`src/rtl/pp_shift_accum_pipe_pkg.sv`:
```
// Shared widths and helpers for the 4xN partial-product reduction pipeline.
package mult_pkg;

  localparam int NUM_PP = 4;

  // Product width for a given partial-product (multiplicand) width.
  function automatic int prod_w(input int pp_w);
    return pp_w + NUM_PP;
  endfunction

  // Width of a stage-1 pair sum: pp_a + (pp_b << 1).
  function automatic int pair_w(input int pp_w);
    return pp_w + 2;
  endfunction

endpackage

```
`src/rtl/pp_shift_accum_pipe_if.sv`:
```
// Valid/ready bus between the partial-product generator, the reduction pipe and the consumer.
interface pp_shift_accum_pipe_if
  import mult_pkg::*;
#(
  parameter int PP_W  = 4,
  parameter int CNT_W = 16
);
  logic                      in_valid;
  logic                      in_ready;
  logic [PP_W-1:0]           pp0;
  logic [PP_W-1:0]           pp1;
  logic [PP_W-1:0]           pp2;
  logic [PP_W-1:0]           pp3;
  logic                      out_valid;
  logic                      out_ready;
  logic [prod_w(PP_W)-1:0]   product;
  logic [CNT_W-1:0]          prod_cnt;

  modport master (
    output in_valid, pp0, pp1, pp2, pp3, out_ready,
    input  in_ready, out_valid, product, prod_cnt
  );

  modport slave (
    input  in_valid, pp0, pp1, pp2, pp3, out_ready,
    output in_ready, out_valid, product, prod_cnt
  );
endinterface

```
`src/rtl/pp_shift_accum_pipe_stage.sv`:
```
// Generic valid/ready register slice with no skid buffer: accepts whenever empty
// or when its current contents leave in the same cycle.
module pipe_reg_stage #(
  parameter int W = 8
) (
  input  logic         clk,
  input  logic         rst_n,
  input  logic         in_valid,
  output logic         in_ready,
  input  logic [W-1:0] din,
  output logic         out_valid,
  input  logic         out_ready,
  output logic [W-1:0] dout
);
  logic load;

  assign in_ready = ~out_valid | out_ready;
  assign load     = in_valid & in_ready;

  // valid follows in_valid whenever the slot is free or draining, so an empty
  // cycle behind a consumed item clears it.
  always_ff @(posedge clk) begin
    if (!rst_n) begin
      out_valid <= 1'b0;
    end else if (in_ready) begin
      out_valid <= in_valid;
    end
  end

  always_ff @(posedge clk) begin
    if (!rst_n) begin
      dout <= '0;
    end else if (load) begin
      dout <= din;
    end
  end
endmodule

```
`src/rtl/pp_shift_accum_pipe.sv`:
```
// Two-stage shifted-adder tree reducing four partial products to the exact
// product, with valid/ready on both sides and a saturating delivery counter.
module pp_shift_accum_pipe
  import mult_pkg::*;
#(
  parameter int PP_W  = 4,
  parameter int CNT_W = 16
) (
  input  logic                 clk,
  input  logic                 rst_n,
  pp_shift_accum_pipe_if.slave bus
);
  localparam int SW = pair_w(PP_W);
  localparam int PW = prod_w(PP_W);

  logic [SW-1:0]   s01_d, s23_d, s01, s23;
  logic [2*SW-1:0] s1_q;
  logic            s1_valid, s2_in_ready;
  logic [PW-1:0]   product_d;
  logic [CNT_W-1:0] cnt;

  assign s01_d = SW'(bus.pp0) + (SW'(bus.pp1) << 1);
  assign s23_d = SW'(bus.pp2) + (SW'(bus.pp3) << 1);

  pipe_reg_stage #(.W(2*SW)) u_s1 (
    .clk       (clk),
    .rst_n     (rst_n),
    .in_valid  (bus.in_valid),
    .in_ready  (bus.in_ready),
    .din       ({s23_d, s01_d}),
    .out_valid (s1_valid),
    .out_ready (s2_in_ready),
    .dout      (s1_q)
  );

  assign s01       = s1_q[SW-1:0];
  assign s23       = s1_q[2*SW-1:SW];
  assign product_d = PW'(s01) + (PW'(s23) << 2);

  // Stage 2 advances exactly when s1_valid & s2_in_ready, which is adv2.
  pipe_reg_stage #(.W(PW)) u_s2 (
    .clk       (clk),
    .rst_n     (rst_n),
    .in_valid  (s1_valid),
    .in_ready  (s2_in_ready),
    .din       (product_d),
    .out_valid (bus.out_valid),
    .out_ready (bus.out_ready),
    .dout      (bus.product)
  );

  always_ff @(posedge clk) begin
    if (!rst_n) begin
      cnt <= '0;
    end else if (bus.out_valid && bus.out_ready && !(&cnt)) begin
      cnt <= cnt + 1'b1;
    end
  end

  assign bus.prod_cnt = cnt;
endmodule

```
`src/flat_wrapper.sv`:
```
// flat-port wrapper written by rule: the top's interface ports become plain ports
module pp_shift_accum_pipe_flat import mult_pkg::*;
#(
  parameter int PP_W  = 4,
  parameter int CNT_W = 16
)
  (clk, rst_n, bus_in_valid, bus_pp0, bus_pp1, bus_pp2, bus_pp3, bus_out_ready, bus_in_ready, bus_out_valid, bus_product, bus_prod_cnt);
  pp_shift_accum_pipe_if #(.PP_W(PP_W), .CNT_W(CNT_W)) bus_i ();
  input  logic clk;
  input  logic rst_n;
  input wire logic [$bits(bus_i.in_valid)-1:0] bus_in_valid;
  input wire logic [$bits(bus_i.pp0)-1:0] bus_pp0;
  input wire logic [$bits(bus_i.pp1)-1:0] bus_pp1;
  input wire logic [$bits(bus_i.pp2)-1:0] bus_pp2;
  input wire logic [$bits(bus_i.pp3)-1:0] bus_pp3;
  input wire logic [$bits(bus_i.out_ready)-1:0] bus_out_ready;
  output wire logic [$bits(bus_i.in_ready)-1:0] bus_in_ready;
  output wire logic [$bits(bus_i.out_valid)-1:0] bus_out_valid;
  output wire logic [$bits(bus_i.product)-1:0] bus_product;
  output wire logic [$bits(bus_i.prod_cnt)-1:0] bus_prod_cnt;
  assign bus_i.in_valid = bus_in_valid;
  assign bus_i.pp0 = bus_pp0;
  assign bus_i.pp1 = bus_pp1;
  assign bus_i.pp2 = bus_pp2;
  assign bus_i.pp3 = bus_pp3;
  assign bus_i.out_ready = bus_out_ready;
  assign bus_in_ready = bus_i.in_ready;
  assign bus_out_valid = bus_i.out_valid;
  assign bus_product = bus_i.product;
  assign bus_prod_cnt = bus_i.prod_cnt;
  pp_shift_accum_pipe #(.PP_W(PP_W), .CNT_W(CNT_W)) u_core (.clk(clk), .rst_n(rst_n), .bus(bus_i));
endmodule
```
`config.mk`:
```
export PLATFORM = sky130hd
export DESIGN_NAME = pp_shift_accum_pipe_flat
export DESIGN_NICKNAME = d
export VERILOG_FILES = /design/src/rtl/pp_shift_accum_pipe_pkg.sv /design/src/rtl/pp_shift_accum_pipe_if.sv /design/src/rtl/pp_shift_accum_pipe_stage.sv /design/src/rtl/pp_shift_accum_pipe.sv /design/src/flat_wrapper.sv
export SDC_FILE = /design/constraint.sdc
export NUM_CORES = 1
export LEC_CHECK = 0
export ABC_AREA = 0
export CORE_MARGIN = 4
export CORE_UTILIZATION = 45
export DETAILED_ROUTE_END_ITERATION = 7
export PLACE_DENSITY = 0.73
export SYNTH_ARGS = -nofsm -noshare
export SYNTH_HDL_FRONTEND = slang
export SYNTH_SLANG_ARGS = --single-unit
```
`constraint.sdc`:
```
create_clock -name clk -period 4.98 [get_ports clk]
set_clock_uncertainty 0.1 [all_clocks]
set_input_delay 0.747 -clock clk [delete_from_list [all_inputs] [get_ports clk]]
set_output_delay 0.747 -clock clk [all_outputs]
set_load 0.05 [all_outputs]
```
==> run summary, run 1 <==
Placement row count = 24
Number of antenna violations at the first check in global routing = 0
Worst slew pin tran = 0.807 ns
Seq/Total Area, Yosys = 37.6%
Synth top area share = 37.6%
FMAX = 0.317 GHz
CTS Sinks = 38
Worst min-delay path class = flip-flop to flip-flop
Violation count after the first detailed-routing iteration = 89
CP Capture Type = output pin
Total Wirelength = 4420 um
WP data required = 4.13 ns
Tmin final = 3.16 ns
Async SR Flop Fraction = 0%
# setup viols final = 0
GPL Wtd Cong = 0.788
Share of cells above drive strength 1 = 5.63%
Worst hold margin = 0.352 ns
Largest net degree at the start of global routing = 26
Dpl hpwl = 3330 um
Root Driver = clkbuf_8
EDFF count, synth = 0
First-pass GRT wire length = 7470 um
Leak Pwr = 0.000934 uW
Sum Neg Setup Slack = 0 ns
Max IR drop VDD = 113 uV
Placed Area = 2500 um2
Largest fanout on the critical path = 6
Vias/cell = 5.60
Nets = 317
CTS tree = yes
Max_slew headroom = 46.0%
Global Route Usage Sum = 17.0%
Drt wl/cell = 13.2 um
Chip height = 75.1 um
Fin. max-slew vios = 0
Status = finished, final reports clean
Slowest-stage cell, CP = clkdlybuf4s50_1
Initial Utilization = 46.5%
FILL cells = 408
Number of synthesized register bits = 38
Fin crit share = 63.4%
Final hold vios = 0
Worst setup SP type = primary input
Finished Cell Area = 2590 um2
Post-Synthesis Cells = 239
CP Cell Sequence = clkdlybuf4s50_1 -> nand3b_1 -> clkdlybuf4s50_1
Ant. Diodes = 0
Total power = 642 uW
P per Cell Area = 248 nW/um2
Total gr overflow = 0
Layout area overhead = 28.0%
RSZ-0062 raised after global routing = false
Syn_area_per_cell = 8.48 um2
Commonest cells in the netlist = nand2_1, dfxtp_1, a21oi_1, ha_1, nand3_1
Crit path arrival time = 2.31 ns
Num CTS Buffers = 5
Placed cell count = 328
Post-CTS setup buffers = 0
Skew-Pair Late Insertion Delay = 0.29 ns
Cell Area, Synth = 2030 um2
Ys Warns = 0
Crit Path Class = primary input to output pin
Reg clk slew, reported paths = 0.07 ns
Max_cap viols = 0
Pre-antenna DRT Iters = 4
Num ports = 46
Critical Path Max Stage Delay = 0.83 ns
Fin cells = 336
Vias in the first global route = 1764
Core Region = 4350 um2
Area of the multi-input gates = 1190 um2
Htree depth = 2
IO Port Bufs = 45
Top FF cell, synth = dfxtp_1
Syn_nets = 273
Final ANT Viol Nets = 0
Die area = 5640 um2
Count leader, synth = nand2_1
CP dominant cell by count = clkdlybuf4s50_1
Worst-case clock buffer depth = 2
Drt drc = 0
Hold-fix buffers, CTS = 0
Chip width = 75.1 um
Area leader, netlist = dfxtp_1
Synth area leaders = dfxtp_1, nand2_1, a21oi_1, ha_1, mux2i_1
CTS resizes = 0
Via count of the routed design = 1883
Unique masters post-synth = 42
Register area = 761 um2
==> layout make-up <==
cell class | count | share of cell area (%)
clock buffer | 7 | 3.33
clock inverter | 1 | 0.193
inverter | 9 | 1.30
multi-input combinational | 184 | 45.9
sequential | 38 | 29.3
tap | 52 | 2.51
timing repair buffer | 45 | 17.4
==> cells in the final DEF, fill, tap and decap left out, types with 6 or more instances in the layout <==
cell type / count
a21oi_1: 30
clkbuf_8: 6
clkdlybuf4s50_1: 45
dfxtp_1: 38
ha_1: 11
inv_1: 8
mux2i_1: 7
nand2_1: 43
nand2b_1: 7
nand3_1: 10
nand4_1: 7
o21ai_0: 7
o31ai_1: 6
or4_1: 7
==> per-stage QoR <==
stage               util (%)  setup WS [ns]
CTS                     59.5           1.83
floorplan                  -           2.76
global placement        57.4           1.85
global route            59.5           1.79
finish                  59.5           1.82
detailed placement      57.4           1.83
==> state kept, by name (all words and copies together), names as in the netlist <==
name	flops
u_core.u_s1.dout	12
u_core.u_s2.dout	8
u_core.u_s1.out_valid	1
u_core.u_s2.out_valid	1
u_core.bus.prod_cnt	16
==> kinds of logic after synthesis <==
| kind of cell | count (synthesis) | synth area share (%) |
|---|---|---|
| buf+inv | 17 | 3.64 |
| mux | 7 | 3.46 |
| compound gates | 56 | 16.2 |
| simple gates | 99 | 25.9 |
| flops | 38 | 37.6 |
| xor+xnor | 8 | 3.46 |
| fa+ha+maj | 14 | 9.76 |
==> routing by layer <==
layer  track usage [%]  wire length, um  vias up
li1                  -                -      947
met1              18.1             1830      879
met2              33.0             2320       53
met3              3.60              249        4
met4              5.34               27        0
met5                 0                0        -
==> path summary, 6_finish.rpt <==
path	slack (ns)	depth (start not counted)	start	end
max	1.82	3	bus_out_ready	bus_in_ready
min	0.35	2	u_core.u_s1.dout[1]	u_core.u_s2.dout[1]
max reg2reg	3.21	4	u_core.bus.prod_cnt[0]	u_core.bus.prod_cnt[12]
min reg2reg	0.35	2	u_core.u_s1.dout[1]	u_core.u_s2.dout[1]
==> power breakdown <==
group / internal, uW / total, uW / switching (uW)
Sequential: 316 / 324 / 8.66
Clock: 112 / 219 / 107
Combinational: 44.8 / 99.2 / 54.4
==> worst max-delay path: cells and delay by family <==
family	cells	cell delay (ns)
buf+inv	2	1.38
simple gates	1	0.19
Note: power is estimated with default switching activity, not from simulation.
==> run 2: changes to the inputs <==
- PLACE_DENSITY: 0.73 -> 0.76
- clock period: 4.98 -> 2.8 ns (I/O delays scaled with it)
==> run 2 against run 1 <==
  * Flip-flop and latch count unchanged
  * Sequential share of layout area decreased by 0.099 points
  * Design area up 0.34%
  * Clock-buffer cell count fell by 1
==> run summary, run 2 (synthesis gave the netlist of run 1 again) <==
Vias in the first global route = 1717 (was 1764)
Met3 wire len = 330 um (was 249 um)
Htree depth = 2 (unchanged)
Reg clk slew, reported paths = 0.08 ns (was 0.07 ns)
Max_cap viols = 0 (unchanged)
Total power = 1150 uW (was 642 uW)
# setup viols final = 0 (unchanged)
CP Cell Sequence = clkdlybuf4s50_1 (was clkdlybuf4s50_1 -> nand3b_1 -> clkdlybuf4s50_1)
GPL Wtd Cong = 0.739 (was 0.788)
Layout area overhead = 28.4% (was 28.0%)
Total gr overflow = 0 (unchanged)
Pre-CTS setup slack = 0.593 ns (was 1.83 ns)
RSZ-0062 raised after global routing = false (unchanged)
Num ports = 46 (unchanged)
IO Port Bufs = 45 (unchanged)
CP Capture Type = output pin (unchanged)
Global Route Usage Sum = 17.5% (was 17.0%)
Commonest non-fill, non-tap cell in the layout = clkdlybuf4s50_1 (unchanged)
Pre-antenna DRT Iters = 4 (unchanged)
Switching Share = 27.1% (was 26.5%)
Leak Pwr = 0.000938 uW (was 0.000934 uW)
Initial Utilization = 46.5% (unchanged)
Worst setup SP type = flip-flop (was primary input)
Largest fanout on the critical path = 8 (was 6)
Nets = 318 (was 317)
Sum Neg Setup Slack = 0 ns (unchanged)
WP data required = 2.28 ns (was 4.13 ns)
Placement row count = 24 (unchanged)
Chip width = 75.1 um (unchanged)
Crit path arrival time = 1.62 ns (was 2.31 ns)
P_sw = 312 uW (was 170 uW)
Drt wl/cell = 13.5 um (was 13.2 um)
P per Cell Area = 443 nW/um2 (was 248 nW/um2)
Final ANT Viol Nets = 0 (unchanged)
Final worst slack = 0.659 ns (was 1.82 ns)
Violation count after the first detailed-routing iteration = 83 (was 89)
Hold-fix buffers, CTS = 0 (unchanged)
Combinational cell fraction of total power = 15.4% (about the same)
Worst min-delay path class = flip-flop to flip-flop (unchanged)
Skew-Pair Late Insertion Delay = 0.29 ns (about the same)
Clk pwr share = 34.5% (was 34.1%)
Max_slew headroom = 63.2% (was 46.0%)
First-pass GRT wire length = 7570 um (was 7470 um)
Total Wirelength = 4540 um (was 4420 um)
Met2 wire len = 2310 um (was 2320 um)
Number of antenna violations at the first check in global routing = 0 (unchanged)
Buffers plus inverters on the worst setup path = 1 (was 2)
Post-CTS setup buffers = 0 (unchanged)
Share of cells above drive strength 1 = 6.67% (was 5.63%)
Ant. Diodes = 0 (unchanged)
Family with the most delay on the worst path = buffers and inverters (unchanged)
Worst-case clock buffer depth = 2 (unchanged)
Fin util = 59.7% (was 59.5%)
Fin crit share = 76.5%
Met1 wire length = 1800 um (was 1830 um)
Worst slew pin tran = 0.546 ns (was 0.807 ns)
Die area = 5640 um2 (unchanged)
Internal power = 840 uW (was 472 uW)
Fin. max-slew vios = 0 (unchanged)
Max IR drop VDD = 181 uV (was 113 uV)
Final hold vios = 0 (unchanged)
Most frequent cells in the layout = clkdlybuf4s50_1, nand2_1, dfxtp_1, a21oi_1, ha_1 (unchanged)
Drt drc = 0 (unchanged)
Placed cell count = 329 (was 328)
CTS tree = yes (unchanged)
Core Region = 4350 um2 (unchanged)
FMAX = 0.467 GHz
Slowest-stage cell, CP = clkdlybuf4s50_1 (unchanged)
Top routing layer used = met4 (unchanged)
Via count of the routed design = 1867 (was 1883)
Crit Path Class = flip-flop to output pin (was primary input to output pin)
Root Driver = clkbuf_8 (unchanged)
Largest net degree at the start of global routing = 26 (unchanged)
Num CTS Buffers = 5 (unchanged)
Vias/cell = 5.54 (was 5.60)
Tmin final = 2.14 ns
Sequential share of power = 50.1% (was 50.5%)
Chip height = 75.1 um (unchanged)
Max reg flops = 16 (unchanged)
CTS resizes = 0 (unchanged)
Fin cells = 337 (was 336)
Dpl hpwl = 3440 um (was 3330 um)
Status = finished, final reports clean (unchanged)
CTS Sinks = 38 (unchanged)
Critical Path Max Stage Delay = 0.86 ns (was 0.83 ns)
-- run 2: changes by cell type in the layout (fill, tap and decap cells not counted), sizes merged --
cell,change
clkdlybuf4s50,-1
buf,+2
clkinvlp,+1
clkbuf,-1
-- run 2: routing by layer --
layer / vias to the layer above / GRT usage [%]
met5: - / 0
li1: 944 / -
met2: 64 / 31.6
met3: 11 / 4.54
met1: 848 / 19.3
met4: 0 / 7.31
-- run 2: path summary, 6_finish.rpt --
kind                                         startpoint                     end  slack (ns)  cells past startpoint
worst min register to register      u_core.u_s1.dout[1]     u_core.u_s1.dout[1]        0.36                      2
worst min-delay path                u_core.u_s1.dout[1]     u_core.u_s1.dout[1]        0.36                      2
worst max-delay path             u_core.bus.prod_cnt[2]         bus_prod_cnt[2]        0.66                      1
worst max register to register  u_core.bus.prod_cnt[12]  u_core.bus.prod_cnt[2]        1.02                      4
-- run 2: layout make-up --
cell class                      count  area, um2
Fill cell                         403       1750
Tap cell                           52       65.1
Sequential cell                    38        761
Timing Repair Buffer               46        455
Multi-Input combinational cell    184       1190
Clock buffer                        6       82.6
Clock inverter                      2       12.5
Inverter                            9       33.8
-- run 2: worst min-delay path, stage by stage, from the launching register on --
cell and delay, ns:
dfxtp_1 0.31, nand2_1 0.05, a21oi_1 0.05
-- run 2: power by group through the flow --
stage               logic (uW)  registers (uW)  clock network (uW)
floorplan                 91.1             611                   0
global placement           174             588                   0
detailed placement         179             589                   0
CTS                        180             577                 407
global route               197             579                 424
finish                     177             576                 398
-- run 2: metrics by stage --
step	hold WS [ns]	area, um2
final	0.356	2600
after global routing	0.377	2600
after CTS	0.361	2600
after detailed placement	0.350	2510
after global placement	0.342	2510
after floorplan	0.332	2030
